==> config.mk <==
export PLATFORM = sky130hd
export DESIGN_NAME = clock_period_meter
export DESIGN_NICKNAME = d
export VERILOG_FILES = /design/src/rtl/clock_period_meter.sv
export SDC_FILE = /design/constraint.sdc
export NUM_CORES = 1
export LEC_CHECK = 0
export CORE_UTILIZATION = 45
export CTS_BUF_LIST = sky130_fd_sc_hd__clkbuf_4
export DETAILED_ROUTE_END_ITERATION = 7
export HOLD_SLACK_MARGIN = 0.08
export PLACE_DENSITY = 0.76
export RECOVER_POWER = 25
export SLEW_MARGIN = 25
export SYNTH_ARGS = -nofsm -noshare
export SYNTH_HDL_FRONTEND = slang
export SYNTH_SLANG_ARGS = --single-unit
export TNS_END_PERCENT = 100
==> constraint.sdc <==
create_clock -name clock_in -period 2.65 [get_ports clock_in]
set_input_delay 0.53 -clock clock_in [delete_from_list [all_inputs] [get_ports clock_in]]
set_output_delay 0.53 -clock clock_in [all_outputs]
set_load 0.005 [all_outputs]
==> src/rtl/clock_period_meter.sv <==
// clock_period_meter
//   Measures the period and high time of a slow, asynchronous square wave in
//   cycles of clock_in. One result is reported per input period. An input that
//   stops producing rising edges is flagged as stalled.
//
// Ports
//   clock_in    system clock, all logic on its rising edge
//   reset_n     asynchronous active-low reset
//   signal_in   asynchronous square wave to measure
//   enable      measurement enable (level)
//   period_out  last measured period, in clock_in cycles
//   high_out    last measured high time, in clock_in cycles
//   valid       one-cycle pulse when period_out/high_out update
//   stalled     no rising edge for TIMEOUT cycles while armed/measuring
module clock_period_meter #(
    parameter int          WIDTH       = 28,
    parameter int unsigned TIMEOUT     = 100000000,
    parameter int          SYNC_STAGES = 2
) (
    input  logic             clock_in,
    input  logic             reset_n,
    input  logic             signal_in,
    input  logic             enable,
    output logic [WIDTH-1:0] period_out,
    output logic [WIDTH-1:0] high_out,
    output logic             valid,
    output logic             stalled
);

    localparam logic [WIDTH-1:0] TIMEOUT_C = WIDTH'(TIMEOUT);
    localparam logic [WIDTH-1:0] ONE_C     = WIDTH'(1);

    typedef enum logic [1:0] {
        IDLE    = 2'd0,
        ARM     = 2'd1,
        MEASURE = 2'd2
    } state_t;

    state_t                 state_q, state_d;
    logic [SYNC_STAGES-1:0] sync_q, sync_d;
    logic                   sdly_q, sdly_d;
    logic [WIDTH-1:0]       cnt_q, cnt_d;
    logic [WIDTH-1:0]       hcnt_q, hcnt_d;
    logic [WIDTH-1:0]       period_q, period_d;
    logic [WIDTH-1:0]       high_q, high_d;
    logic                   valid_q, valid_d;
    logic                   stalled_q, stalled_d;

    logic s, rise, timeout;

    assign s    = sync_q[SYNC_STAGES-1];
    assign rise = s & ~sdly_q;
    // cnt doubles as the watchdog: in ARM it counts from entry, in MEASURE
    // it counts from the last rise, so one compare covers both states.
    assign timeout = (cnt_q == TIMEOUT_C);

    // State register
    always_ff @(posedge clock_in or negedge reset_n) begin
        if (!reset_n) state_q <= IDLE;
        else          state_q <= state_d;
    end

    // Next-state logic; enable low overrides everything, rise beats timeout
    always_comb begin
        state_d = state_q;
        if (!enable) begin
            state_d = IDLE;
        end else begin
            case (state_q)
                IDLE:    state_d = ARM;
                ARM:     if (rise) state_d = MEASURE;
                MEASURE: if (!rise && timeout) state_d = ARM;
                default: state_d = IDLE;
            endcase
        end
    end

    // Datapath / output next values
    always_comb begin
        sync_d    = {sync_q[SYNC_STAGES-2:0], signal_in};
        sdly_d    = s;
        cnt_d     = cnt_q;
        hcnt_d    = hcnt_q;
        period_d  = period_q;
        high_d    = high_q;
        valid_d   = 1'b0;
        stalled_d = stalled_q;
        if (!enable) begin
            // Results are held; the in-flight period is dropped.
            cnt_d     = '0;
            hcnt_d    = '0;
            stalled_d = 1'b0;
        end else begin
            case (state_q)
                ARM: begin
                    if (rise) begin
                        cnt_d  = ONE_C;
                        hcnt_d = ONE_C;
                    end else if (timeout) begin
                        cnt_d     = '0;
                        hcnt_d    = '0;
                        stalled_d = 1'b1;
                        period_d  = '0;
                        high_d    = '0;
                    end else begin
                        cnt_d = cnt_q + ONE_C;
                    end
                end
                MEASURE: begin
                    if (rise) begin
                        period_d  = cnt_q;
                        high_d    = hcnt_q;
                        valid_d   = 1'b1;
                        stalled_d = 1'b0;
                        cnt_d     = ONE_C;
                        hcnt_d    = ONE_C;
                    end else if (timeout) begin
                        cnt_d     = '0;
                        hcnt_d    = '0;
                        stalled_d = 1'b1;
                        period_d  = '0;
                        high_d    = '0;
                    end else begin
                        cnt_d  = cnt_q + ONE_C;
                        hcnt_d = hcnt_q + WIDTH'(s);
                    end
                end
                default: begin
                    cnt_d  = '0;
                    hcnt_d = '0;
                end
            endcase
        end
    end

    always_ff @(posedge clock_in or negedge reset_n) begin
        if (!reset_n) begin
            sync_q    <= '0;
            sdly_q    <= 1'b0;
            cnt_q     <= '0;
            hcnt_q    <= '0;
            period_q  <= '0;
            high_q    <= '0;
            valid_q   <= 1'b0;
            stalled_q <= 1'b0;
        end else begin
            sync_q    <= sync_d;
            sdly_q    <= sdly_d;
            cnt_q     <= cnt_d;
            hcnt_q    <= hcnt_d;
            period_q  <= period_d;
            high_q    <= high_d;
            valid_q   <= valid_d;
            stalled_q <= stalled_d;
        end
    end

    assign period_out = period_q;
    assign high_out   = high_q;
    assign valid      = valid_q;
    assign stalled    = stalled_q;

endmodule

### After elaboration in Yosys (flattened, before gate mapping)

Index checks and enable logic that the tools add are counted.

| cells by class | value |
|---|---|
| $add $sub $neg | 2 |
| multiply operators | 0 |
| divide/modulo/power cells | 0 |
| $lt $le $gt $ge | 0 |
| eq/ne operators | 9 |
| shift operators | 0 |
| muxes and demuxes | 30 |
| bitwise gates (word level) | 2 |
| reductions and logical operators | 8 |

Operator list:

| operator | count |
|---|---|
| 2-to-1 mux 28 bit | 15 |
| one-hot mux 28 bit (2 select lines) | 3 |
| adder 28 x 1 -> 28 bit | 1 |
| adder 28 x 1 -> 28 bit (second input constant) | 1 |
| equality test 28 x 27 -> 1 bit (second input constant) | 1 |
| inequality test 3 bit (second input constant) | 3 |
| 2-to-1 mux 1 bit | 7 |
| 2-to-1 mux 2 bit | 3 |
| one-hot mux 2 bit (3 select lines) | 1 |
| inequality test 4 bit (second input constant) | 1 |
| AND reduction 2 bit | 2 |
| inequality test 3 x 1 -> 1 bit (second input constant) | 1 |
| AND reduction 3 bit | 1 |
| equality test 2 x 1 -> 1 bit (second input constant) | 1 |
| equality test 2 bit (second input constant) | 1 |
| logical NOT 2 bit | 1 |
| inequality test 2 bit (second input constant) | 1 |
| one-hot mux 1 bit (2 select lines) | 1 |
| nonzero test 2 bit | 1 |
| OR reduction 2 bit | 1 |
| AND 1 bit | 1 |
| logical AND 1 bit | 1 |
| logical NOT 1 bit | 1 |
| inverter 1 bit | 1 |

| word-level totals | value |
|---|---|
| bits in registers | 119 |
| latch bits | 0 |
| bits in writable memories | 0 |
| ROM bits | 0 |
| bits of input ports | 4 |
| output and inout port bits | 58 |
| word-level logic and storage cells | 60 |
| memories | 0 |

### Longest topological paths before layout

Gate-level depths: netlist (run 1).

| depth | value |
|---|---|
| depth after elaboration | 7 |
| depth in mapped cells | 10 |
| depth with buffers taken out | 7 |

### Least setup slack after synthesis (run 1)

OpenSTA, ideal clock, no wires.

| path | value |
|---|---|
| path type | reg-to-reg |
| start point | register cnt_q[7] |
| end point | register high_q[10], in the netlist high_out[10] |
| library setup time | 121 ps |
| data arrival time | 2242 ps |
| data required time | 2529 ps |
| slack | 287 ps |
| cell stages (with the launch flop) | 8 |
| path buffers | 2 |
| clock period less this slack | 2363 ps |
| cell sequence | dfrtp_1 or4_4 nor4_4 nand2_2 a221o_1 buf_2 buf_6 a22o_1 |

| between the ends | value |
|---|---|
| cells in the longest elaborated chain, start to end | 4 |
| elaborated cells between the ends (all ways) | 5 |

RTL lines:

| what | line | RTL |
|---|---|---|
| start, declared | 42 | `logic [WIDTH-1:0] cnt_q, cnt_d;` |
| start signal, assigned | 149 | `cnt_q <= cnt_d;` |
| equality test 28 x 27 -> 1 bit * | 55 | `assign timeout = (cnt_q == TIMEOUT_C);` |
| 2-to-1 mux 28 bit * | -- |  |
| 2-to-1 mux 28 bit (on tied branches) | -- |  |
| one-hot mux 28 bit (2 select lines) * | -- |  |
| end signal, assigned | 152 | `high_q <= high_d;` |
| end, declared | 45 | `logic [WIDTH-1:0] high_q, high_d;` |

Every way passes the cells marked *; elsewhere a longest branch is shown, timed or not. The select of a mux whose other input is x is not followed.
A chain may end at the register's enable or synchronous reset.

### Final worst setup path (run 1)

| path | value |
|---|---|
| start point | register cnt_q[7] |
| end point | register high_q[19], in the netlist high_out[19] |

The elaborated chain is that of the path after synthesis.

==> results by stage, run 1 <==
Outcome:
- The run finished, with violations left.
- The final reports fail on design-rule violations, max-capacitance violations, max-slew violations.

Worst setup path:
- For the worst setup path, the data required time is 3070 ps.
- For the worst flop-to-flop path, the logic depth is 6.
- The critical path ends at high_out[19].
- The worst register-to-register path begins at cnt_q[7].
- For this run, the slowest stage of the critical path takes 570 ps.
- The critical path is of the reg -> reg type.
- The kind of end point of the critical path is a flip-flop.
- The endpoint of the most critical register-to-register path is high_out[19].
- On the critical path, the stage with the largest delay is an instance of sky130_fd_sc_hd__or4_4.
- The data arrival at the endpoint of the critical path is 2840 ps.
- The launch point of the worst path is cnt_q[7].
- The critical path goes through or4_4, nor4_4, nand2_2, a221o_2, buf_4, a22o_1.
- The worst setup path is launched from a flip-flop.
- The register-to-register setup slack is 230 ps.
- The maximum net fanout on the critical path is 36.

Global route:
- Global routing used 20.4% of the available tracks.
- For this run the aggregate overflow at the end of global routing stands at 0.
- The number of antenna violations at the first check in global routing came to 0.
- The maximum number of pins on one net before global-route repair is a little over 60.
- The via count of the first global-routing pass is 4149.
- The first global-routing pass estimated 20.1 mm of wire.

Synthesis:
- The mapped netlist covers 5400 sq um.
- The share of the synthesized area in the top cell type is around 55%.
- The cell count after synthesis is 496.
- After Yosys synthesis, full adders, half adders and majority gates account for 1.85% of the synthesized area.
- The synthesized design contains 119 register bits.
- The sequential-to-total area share from yosys stat is 55.1%.
- The synthesized netlist devotes 17.9% of its cell area to simple gates.
- Summing the areas of all compound-gate instances in the mapped netlist gives 16.4% of the synthesized area.
- The most repeated cell in the gate-level netlist after synthesis is sky130_fd_sc_hd__dfrtp_1.
- Of the post-synthesis cell area, the part taken by muxes is 0.556%.
- The number of synthesis warnings is 0.
- After synthesis, the cell types taking the most area are sky130_fd_sc_hd__dfrtp_1 55%, sky130_fd_sc_hd__a22o_1 9.4%, sky130_fd_sc_hd__xnor2_1 2.9%, sky130_fd_sc_hd__nor2_1 2.6%, sky130_fd_sc_hd__a21oi_1 2.4%.
- By area, the combinational part of the netlist is dominated by simple AND/OR/NAND/NOR gates.
- The number of enable flip-flop cells after synthesis is 0.
- After synthesis, the share of flip-flops with an asynchronous set or reset is 100%.
- The net count of the mapped netlist is 508.
- The mean area per synthesized cell is 10.9 sq um.
- The cell type with the largest total area after synthesis is sky130_fd_sc_hd__dfrtp_1.
- The synthesized netlist contains 42 unique library cells.
- The synthesized netlist devotes 4.21% of its cell area to XOR and XNOR gates.
- In the synthesized netlist, the cells that appear most often are 119 x sky130_fd_sc_hd__dfrtp_1, 58 x sky130_fd_sc_hd__a22o_1, 37 x sky130_fd_sc_hd__nor2_1.
- For this run, the leading register cell type out of synthesis is sky130_fd_sc_hd__dfrtp_1.

Clock tree:
- For the worst-skew pair, the clock arrives at the later sink with an insertion delay of 540 ps.
- TritonCTS built the clock tree.
- Counting every sink on the clock net gives 119.
- The deepest level of the CTS H-tree is 4.
- The clock transition at the registers of the reported paths is ~100 ps.
- Counting along the longest clock path gives a buffer depth of 2.
- Buffers added to address setup during post-CTS repair amount to 0.
- Clock tree synthesis inserted a total of 17 buffers.
- The root buffer cell chosen for the clock tree is sky130_fd_sc_hd__clkbuf_4.

STA:
- The worst path uses about 90% of the clock period.
- The worst hold margin is 363 ps.
- The final hold violation count was 0.
- The worst path in the final design needs a cycle of 2420 ps, including I/O delays and setup.
- The max-slew headroom at the worst pin is -14.3%.
- Static timing analysis puts the maximum clock frequency at 0.413 GHz.
- The final-report max-slew violation count was 31.
- The final setup violation count is 0.
- The measured slew at the worst slew-check pin is 1720 ps.
- The sum of negative setup slack is 0 ps.
- Setup repair after global routing left no endpoint under its margin.
- Across the routed clock network, the largest skew measured is 21.0 ps.

Power:
- The worst-case vdd ir drop is 0.448 mV.
- The static power due to leakage is roughly 2.6 nW.
- The total power divided by cell area is between 500 and 600 nW/um^2.

Floorplan:
- The starting utilization of the core area is 46.7%.
- The total area inside the core boundary comes to ~12000 sq um.
- The height of the die is roughly 110 microns.
- The floorplan step set the die width to 112 microns.
- The number of placed I/O pins is 62.
- In this run the core area contains 39 standard-cell rows.
- The die covers 12400 sq um.

Layout:
- The antenna cell count is 0.
- Compared with the post-synthesis result, the final layout area differs by 18.9%.
- For this run, the post-layout net count is approximately 570.
- The post-route netlist has under 10% of its cells at a drive strength greater than 1.

Detailed routing:
- The first detailed-routing pass ran for 8 iterations.
- In the final routed layout, each cell accounts on average for ~17 microns.
- The detailed router placed 4250 vias in this run.
- The wire length reported by the detailed router is roughly 12 mm.
- The residual DRC count is 3.
- The violation count after the first detailed-routing iteration is 248.
- After detailed routing, the number of vias per cell comes to 5.94.
- The detail route stage leaves a number of antenna-violating nets equal to 0.

Placed design:
- The total half-perimeter wirelength after legalization and detailed placement is 8.05 mm.
- The congestion estimate from routability-driven global placement came to ~0.8.
- The count of input and output buffers is 61.

Hold path:
- The worst hold path belongs to the class reg -> reg.

Job:
- Across the run, the number of max-cap violations was 1.
layout by cell type (no fill, tap or decap), drive strengths merged, types with 6 or more instances in the layout:
cell type,Yosys,routed
nand3,22,22
nand2,28,28
inv,13,13
clkinv,0,8
or3,8,8
clkdlybuf4s50,0,59
dfrtp,119,119
o31ai,13,13
xnor2,18,18
o21ai,13,13
nor4,6,6
xor2,8,8
a21oi,27,27
ha,8,8
or4,17,17
and3,9,9
and4,7,7
a22o,58,58
buf,10,13
nor2,37,37
clkbuf,21,21
nand4,16,16
nor3,12,12
repair_timing:
item,CTS,global route
endpoints found under the hold margin,29,0
hold buffers,1,0
endpoints found under the setup margin,0,10
gates resized for setup,0,1
state kept, by name (all words and copies together), names as in the netlist, 2 cells and up:
signal	count
cnt_q	28
hcnt_q	28
high_out	28
period_out	28
state_q	2
sync_q	2
logic make-up (layout without fill, tap and decap cells):
logic type	after synthesis	after routing
simple gates	175	175
buf+inv	44	120
mux	3	3
compound gates	121	121
flops	119	119
fa+ha+maj	8	8
xor+xnor	26	26
cell type report:
cell class                 instances  area (sq um)
timing repair buffer              75           737
tap                              143           179
fill                             987          5140
inverter                          13          48.8
clock buffer                      20           150
sequential                       119          2980
multi-input combinational        333          2220
clock inverter                    12           110
routing by layer:
layer	vias to the layer above	share of wire [%]	GRT usage, %
li1	1969	-	-
met1	2132	43	25.1
met2	131	51	34.2
met3	18	4.4	5.55
met5	-	0	0
met4	0	1.4	7.93
worst min-delay path by stage:
| stage | start | end | cells past startpoint |
|---|---|---|---|
| 6_report | sync_q[0] | sync_q[1] | 0 |
| 5_1_grt | sync_q[0] | sync_q[1] | 0 |
| 4_1_cts | sync_q[0] | sync_q[1] | 0 |
| 3_5_place_dp | sync_q[0] | sync_q[1] | 0 |
| 3_3_place_gp | sync_q[0] | sync_q[1] | 0 |
| 2_1_floorplan | reset_n | cnt_q[0] | 0 |
power by group:
part	total [mW]	internal, mW	switching [mW]
Sequential	1.88	1.84	0.0330
Clock	1.23	0.571	0.657
Combinational	0.444	0.137	0.307
Total	3.55	2.55	0.996
stage by stage:
step | area, sq um | power, mW | util (%) | setup WS [ps] | instances
2_1_floorplan | 5400 | 2.19 | - | 287 | 496
3_3_place_gp | 6160 | 2.33 | 53.2 | 240 | 682
3_5_place_dp | 6160 | 2.35 | 53.2 | 188 | 682
4_1_cts | 6430 | 3.58 | 55.6 | 220 | 715
5_1_grt | 6420 | 3.72 | 55.5 | 75.9 | 715
6_report | 6420 | 3.55 | 55.5 | 228 | 715
critical path: cells and delay by family, from the launching register on:
kind | cells | cell delay, ps
AND/OR/NAND/NOR | 3 | 1000
AO/OA/AOI/OAI | 2 | 590
flip-flops | 1 | 440
buffers and inverters | 1 | 260
(Power assumes the default switching activity.)
==> run 2, diff against run 1 <==
--- a/config.mk
+++ b/config.mk
@@ -7,6 +7,7 @@
 export LEC_CHECK = 0
 export CORE_UTILIZATION = 45
 export CTS_BUF_LIST = sky130_fd_sc_hd__clkbuf_4
+export CTS_CLUSTER_SIZE = 40
 export DETAILED_ROUTE_END_ITERATION = 7
 export HOLD_SLACK_MARGIN = 0.08
 export PLACE_DENSITY = 0.76
==> constraint.sdc (replaced) <==
create_clock -name clock_in -period 2.6 [get_ports clock_in]
set_input_delay 0.52 -clock clock_in [delete_from_list [all_inputs] [get_ports clock_in]]
set_output_delay 0.52 -clock clock_in [all_outputs]
set_load 0.005 [all_outputs]
==> run 2 against run 1 <==
Net effect: the flow finishes with violations (design-rule violations); worst hold slack lost 2.5 ps; count of clock-buffer cells in the layout shrank 2; clock skew shrank 2.7 ps; sequential power is essentially flat; die area is the same; via count shrank 0.54%; non-clock buffer count is the same; sequential share of layout area shrank 0.65 points; critical path type unchanged; critical endpoint unchanged.
==> results by stage, run 2 (synthesized netlist as in run 1, its figures left out) <==
Floorplan:
- The number of placed I/O pins is 62 (unchanged).
- The starting utilization of the core area came to 46.7% (unchanged).
- The height of the die was 112 microns (unchanged).
- The row count is 39 (unchanged).
- The horizontal extent of the die is 112 microns (unchanged).
- The area of the die is 12400 sq um (unchanged).
- The placeable core region is 11600 sq um (unchanged).

Clock tree:
- The maximum root-to-sink buffer count is 2 (unchanged).
- The cell at the root of the clock tree is sky130_fd_sc_hd__clkbuf_4.
- The clock transition at the registers of the reported paths is 110 ps (about the same).
- TritonCTS built the clock tree.
- The post-CTS setup repair buffer count is 0 (unchanged).
- The number of buffers inserted during clock tree synthesis is 17 (unchanged).
- The deepest level of the CTS H-tree is 4 (unchanged).
- The clock latency on the worst-skew pair is 520 ps (-20 ps).
- The clock net sink count is 119 (unchanged).

Detailed routing:
- The routed length on met3 is 513 microns (-4.3%).
- The wire length reported by the detailed router is 12.0 mm (-0.66%).
- The met2 wire length was 6.06 mm (-1.1%).
- The residual DRC count is 3 (unchanged).
- The iteration count of the initial detailed-routing pass came to 7 (-1).
- The met1 layer wirelength in the final routing is 5.29 mm (+0.63%).
- The violation count after the first detailed-routing iteration is 287 (+16%).
- Routed signal wires occupy layers up through met4.
- The via count of the routed design was 4227 (-0.54%).
- The final routed wire length divided by cell count is 16.8 microns (-0.66%).
- The number of nets with antenna violations after routing came to 0 (unchanged).
- The ratio of routed vias to standard cells is 5.91 (-0.54%).

Global route:
- The via count of the first global-routing pass is 4150 (+0.024%).
- The total global routing overflow is 0 (unchanged).
- The global-route wire length before repair was 20.5 mm (+1.8%).
- The maximum number of pins on one net before global-route repair is 60 (-3.2%).
- The global-route usage over all layers is 20.7% (+0.28 points).
- The number of antenna violations at the first check in global routing is 0 (unchanged).

Layout:
- The final cell utilization of the core came to 56.3% (+0.79 points).
- The synthesis-to-finish area growth is 20.6%.
- The most frequent standard cell in the layout excluding fill and tap cells is sky130_fd_sc_hd__dfrtp_1.
- The antenna cell count is 0 (unchanged).
- The top cell types in the final layout, fill and taps aside, are 119 x sky130_fd_sc_hd__dfrtp_1, 59 x sky130_fd_sc_hd__clkdlybuf4s50_1, 58 x sky130_fd_sc_hd__a22o_1.
- The net count of the finished layout was 571 (unchanged).
- The final cell area excluding filler cells is 6520 sq um (+1.4%).
- The proportion of layout cells with a drive suffix above 1 is 9.09% (+0.52 points).

STA:
- The clock skew is 18.3 ps (-2.73 ps).
- The measured slew at the worst slew-check pin is 932 ps (-783 ps).
- The maximum operating frequency is 0.410 GHz (-0.73%).
- The worst hold margin is 361 ps (-2.55 ps).
- The max-slew headroom at the worst pin came to 37.8% (+52 points).
- The final hold violation count is 0 (unchanged).
- The final-report max-slew violation count is 0 (-100%).
- The sum of negative setup slack came to 0 ps (unchanged).
- The clock period minus final worst setup slack was 2440 ps (+17.9 ps).
- The final setup violation count is 0 (unchanged).
- The post-route fraction of the period consumed by the critical path is 93.8% (+2.4 points).
- Setup repair after global routing left no endpoint under its margin.

Power:
- The static power due to leakage is 2.67 nW (+1.6%).
- The worst-case vdd ir drop is 0.497 mV (+11%).
- The total power divided by cell area is 617 nW/um^2 (+12%).

Worst setup path:
- The kind of end point of the critical path is a flip-flop.
- STA classifies the critical path startpoint as a flip-flop.
- The critical path data required time is 3000 ps (-70 ps).
- The maximum net fanout on the critical path came to 36 (unchanged).
- The critical path is of the reg -> reg type.
- The data arrival at the endpoint of the critical path is 2840 ps (about the same).
- The cell count of the worst reg-to-reg path is 6 (unchanged).

Job:
- The number of max-cap violations was 0 (-1).

Outcome:
- The checks that failed: design-rule violations.
- The flow ran to the end, but the final reports show violations.

Placed design:
- The routability congestion estimate from global placement is 0.783 (-2.2%).
- The total half-perimeter wirelength after legalization and detailed placement came to 7.98 mm (-0.84%).
- The count of input and output buffers is 61 (unchanged).
- The post-placement cell area came to 6160 sq um (unchanged).

Hold path:
- The class of the most critical hold timing path is reg -> reg.
- The number of cells traversed by the worst hold path came to 0 (unchanged).
==> run 2: path summary, 6_finish.rpt <==
path                            endpoint  slack [ps]      start
hold reg to reg                sync_q[1]         360  sync_q[0]
hold / removal                 sync_q[1]         360  sync_q[0]
setup reg to reg            high_out[19]         160   cnt_q[7]
max in group asynchronous  period_out[9]         530    reset_n
setup / recovery            high_out[19]         160   cnt_q[7]
min in group asynchronous    high_out[5]         660    reset_n
==> run 2: worst max-delay path: stages, from the launching register on <==
cell,delay [ps]
sky130_fd_sc_hd__dfrtp_1,450
sky130_fd_sc_hd__or4_4,570
sky130_fd_sc_hd__nor4_4,300
sky130_fd_sc_hd__nand2_2,130
sky130_fd_sc_hd__a221o_2,360
sky130_fd_sc_hd__buf_4,260
sky130_fd_sc_hd__a22o_1,230
==> run 2: per-layer routing <==
metal	vias up	global-route usage (%)
li1	1974	-
met1	2125	25.8
met4	0	8.38
met5	-	0
met2	111	34.3
met3	17	5.44
==> run 2: what timing repair did <==
item                                    in CTS  in global routing
hold buffers                                 1                  0
hold endpoints to repair                    38                  0
resized for setup                            0                  1
endpoints found under the setup margin       0                  5
==> run 2: power breakdown <==
group / internal [mW] / switching [mW]
registers: 1.88 / 0.0335
logic: 0.137 / 0.317
clock network: 0.960 / 0.694
total: 2.98 / 1.04
==> run 2: layout make-up <==
| cell class | count | area (sq um) |
|---|---|---|
| fill | 940 | 5050 |
| inverter | 13 | 48.8 |
| multi-input combinational | 333 | 2220 |
| tap | 143 | 179 |
| clock buffer | 18 | 135 |
| clock inverter | 14 | 230 |
| timing repair buffer | 75 | 723 |
| sequential | 119 | 2980 |
==> run 2: metrics by stage <==
stage,setup WS [ps],std cells,total power [mW]
detailed placement,187,682,2.40
global route,78.1,715,4.21
floorplan,237,496,2.23
finish,161,715,4.02
CTS,158,715,4.06
global placement,205,682,2.38
==> run 3, diff against run 2 <==
--- a/config.mk
+++ b/config.mk
@@ -11,8 +11,8 @@
 export DETAILED_ROUTE_END_ITERATION = 7
 export HOLD_SLACK_MARGIN = 0.08
 export PLACE_DENSITY = 0.76
-export RECOVER_POWER = 25
-export SLEW_MARGIN = 25
+export RECOVER_POWER = 50
+export SLEW_MARGIN = 20
 export SYNTH_ARGS = -nofsm -noshare
 export SYNTH_HDL_FRONTEND = slang
 export SYNTH_SLANG_ARGS = --single-unit
==> constraint.sdc (replaced) <==
create_clock -name clock_in -period 3 [get_ports clock_in]
set_input_delay 0.6 -clock clock_in [delete_from_list [all_inputs] [get_ports clock_in]]
set_output_delay 0.6 -clock clock_in [all_outputs]
set_load 0.005 [all_outputs]
==> run 3 against run 2 <==
Net effect: the run still ends with design-rule violations left; combinational power is 16% lower; worst hold slack worse by 4.9 ps; wire length is 1.5% lower; die area stayed put; setup slack better by 180 ps; critical path depth stayed put; cell area is 1.8% lower; core utilization is 1.0 points lower; clock skew is 1.7 ps lower; count of clock-buffer cells in the layout stayed put.
==> results by stage, run 3 (synthesized netlist as in run 1, its figures left out) <==
Clock tree:
- The clock transition at the registers of the reported paths is 100 ps (about the same).
- The clock net sink count is 119 (unchanged).
- The deepest level of the CTS H-tree was 4 (unchanged).
- The number of gates resized after CTS was 0 (unchanged).
- The number of buffers inserted during clock tree synthesis is 17 (unchanged).
- The total of hold buffers inserted after clock tree synthesis is 0 (-1).
- The TritonCTS clock tree is done.
- The maximum root-to-sink buffer count came to 2 (unchanged).
- The post-CTS setup repair buffer count is 0 (unchanged).
- The clock latency on the worst-skew pair is 490 ps (-30 ps).
- Clock tree synthesis selected as its root buffer the cell sky130_fd_sc_hd__clkbuf_4.

Worst setup path:
- The kind of start point of the critical path is a flip-flop.
- The delay contributed by the slowest stage of the critical path is 590 ps (+20 ps).
- The buffers plus inverters on the worst setup path is 1 (unchanged).
- The data arrival at the endpoint of the critical path is 3040 ps (+200 ps).
- The critical path data required time is 3380 ps (+380 ps).
- The family with the most delay on the worst path is simple AND/OR/NAND/NOR gates.
- The start of the worst register-to-register path is cnt_q[7].
- The maximum net fanout on the critical path is 28 (-22%).
- The critical path is of the reg -> reg type.
- Tracing the worst setup path back leads to its startpoint at cnt_q[7].
- Walking the worst path, the cells encountered are or4_1, nor4_4, nand2_1, a221o_2, buf_4, a22o_1.
- The slowest stage of the critical path is the sky130_fd_sc_hd__or4_1 cell.
- STA classifies the critical path endpoint as a flip-flop.

Detailed routing:
- The wire length reported by the detailed router is 11.8 mm (-1.5%).
- The number of nets with antenna violations after routing is 0 (unchanged).
- The ratio of routed vias to standard cells came to 5.93 (+0.35%).
- The residual DRC count is 3 (unchanged).
- The violation count after the first detailed-routing iteration is 305 (+6.3%).
- The via count of the routed design came to 4218 (-0.21%).
- The met1 layer wirelength in the final routing was 5.11 mm (-3.3%).
- The routed length on met3 was 537 microns (+4.7%).
- The final routed wire length divided by cell count was 16.6 microns (-1.0%).
- The iteration count of the initial detailed-routing pass is 8 (+1).
- The met2 wire length is 6.07 mm (+0.16%).
- Routed signal wires occupy layers up through met4.

STA:
- The clock period minus final worst setup slack is 2660 ps (+218 ps).
- The maximum operating frequency is 0.376 GHz (-8.2%).
- Setup repair after global routing left no endpoint under its margin.
- The clock skew is 16.6 ps (-1.68 ps).
- The measured slew at the worst slew-check pin is 1340 ps (+412 ps).
- The final setup violation count is 0 (unchanged).
- The final hold violation count was 0 (unchanged).
- The sum of negative setup slack came to 0 ps (unchanged).
- The max-slew headroom at the worst pin is 10.3% (-27 points).
- The post-route fraction of the period consumed by the critical path came to 88.6% (-5.2 points).
- The slack of the critical path is 342 ps (+182 ps).
- The final-report max-slew violation count is 0 (unchanged).

Power:
- The cell-internal power came to 2.39 mW (-20%).
- The clock share of power is 37.1% (-4.0 points).
- The combinational cell fraction of total power is 11.8% (+0.5 points).
- The net switching power is 0.852 mW (-18%).
- The fraction of power consumed by sequential logic came to 51.1% (+3.5 points).
- The total power divided by cell area is 506 nW/um^2 (-18%).
- The power consumption is 3.24 mW (-19%).
- The worst-case vdd ir drop was 0.330 mV (-34%).
- The fraction of power spent switching nets was 26.3% (+0.33 points).
- The static power due to leakage was 2.70 nW (+1.1%).

Layout:
- The proportion of layout cells with a drive suffix above 1 is 7.04% (-2.0 points).
- The final cell utilization of the core is 55.3% (-1.0 points).
- The most frequent standard cell in the layout excluding fill and tap cells is sky130_fd_sc_hd__dfrtp_1.
- The final cell area excluding filler cells is 6400 sq um (-1.8%).
- The synthesis-to-finish area growth is 18.5%.
- The antenna cell count is 0 (unchanged).
- In the layout the commonest cells are 119 x sky130_fd_sc_hd__dfrtp_1, 58 x sky130_fd_sc_hd__a22o_1, 37 x sky130_fd_sc_hd__nor2_1, 37 x sky130_fd_sc_hd__clkdlybuf4s50_1, 28 x sky130_fd_sc_hd__nand2_1.
- The net count of the finished layout came to 567 (-0.70%).

Hold path:
- The startpoint of the tightest hold check path is sync_q[0].
- The path class of the tightest hold or removal check is reg -> reg.

Outcome:
- The checks that failed: design-rule violations.
- The flow ran to the end, but the final reports show violations.

Floorplan:
- The starting utilization of the core area was 46.7% (unchanged).
- The horizontal extent of the die is 112 microns (unchanged).
- The placeable core region is 11600 sq um (unchanged).
- The row count is 39 (unchanged).
- The number of placed I/O pins is 62 (unchanged).
- The area of the die was 12400 sq um (unchanged).
- The height of the die came to 112 microns (unchanged).

Placed design:
- The count of input and output buffers was 61 (unchanged).
- The post-placement cell area is 6130 sq um (-0.37%).
- The routability congestion estimate from global placement is 0.878 (+12%).
- The worst slack at placement came to 457 ps (+270 ps).
- The total half-perimeter wirelength after legalization and detailed placement is 7.96 mm (-0.24%).

Global route:
- The global-route usage over all layers is 20.2% (-0.47 points).
- The global-route wire length before repair was 20.1 mm (-1.8%).
- The maximum number of pins on one net before global-route repair is 56 (-6.7%).
- The number of antenna violations at the first check in global routing was 0 (unchanged).
- The via count of the first global-routing pass is 4212 (+1.5%).
- The total global routing overflow is 0 (unchanged).

Job:
- The number of max-cap violations is 0 (unchanged).
[run 3: cell types whose count changed in the layout (fill, tap and decap cells not counted), sizes merged]
cell,previous run,this run
clkdlybuf4s50,59,37
dlygate4sd3,2,23
buf,11,7
clkinv,6,10
bufinv,6,4
clkinvlp,2,0
clkbuf,21,22
[run 3: final timing paths]
| check | slack (ps) | to | cells past startpoint |
|---|---|---|---|
| setup reg to reg | 340 | period_out[17] | 6 |
| setup / recovery | 340 | period_out[17] | 6 |
| min in group asynchronous | 400 | high_out[7] | 1 |
| hold reg to reg | 360 | sync_q[1] | 0 |
| max in group asynchronous | 1060 | hcnt_q[11] | 2 |
| hold / removal | 360 | sync_q[1] | 0 |
[run 3: per-stage QoR]
step	cells	hold WS, ps
finish	711	356
detailed placement	679	336
global placement	679	338
CTS	711	132
global route	711	380
floorplan	496	304
[run 3: final cells by class]
cell class | instances | area [sq um]
clock buffer | 18 | 135
multi-input combinational | 333 | 2210
sequential | 119 | 2980
inverter | 13 | 48.8
fill | 958 | 5160
clock inverter | 14 | 163
timing repair buffer | 71 | 683
tap | 143 | 179
[run 3: worst reg2reg max path: cells and delay by family (launching register included)]
family / cells / cell delay (ps)
simple gates: 3 / 1240
flops: 1 / 450
compound gates: 2 / 610
buf+inv: 1 / 240
[run 3: power by group through the flow]
stage	clock network, mW	registers (mW)	logic (mW)
finish	1.20	1.66	0.381
global route	1.31	1.66	0.426
CTS	1.23	1.66	0.384
detailed placement	0	1.69	0.380
global placement	0	1.69	0.363
floorplan	0	1.68	0.252
[run 3: per-layer routing]
| metal | up-vias | global-route usage, % |
|---|---|---|
| met5 | - | 0 |
| met4 | 0 | 9.37 |
| met3 | 11 | 4.84 |
| met2 | 128 | 33.8 |
| met1 | 2116 | 24.8 |
| li1 | 1963 | - |
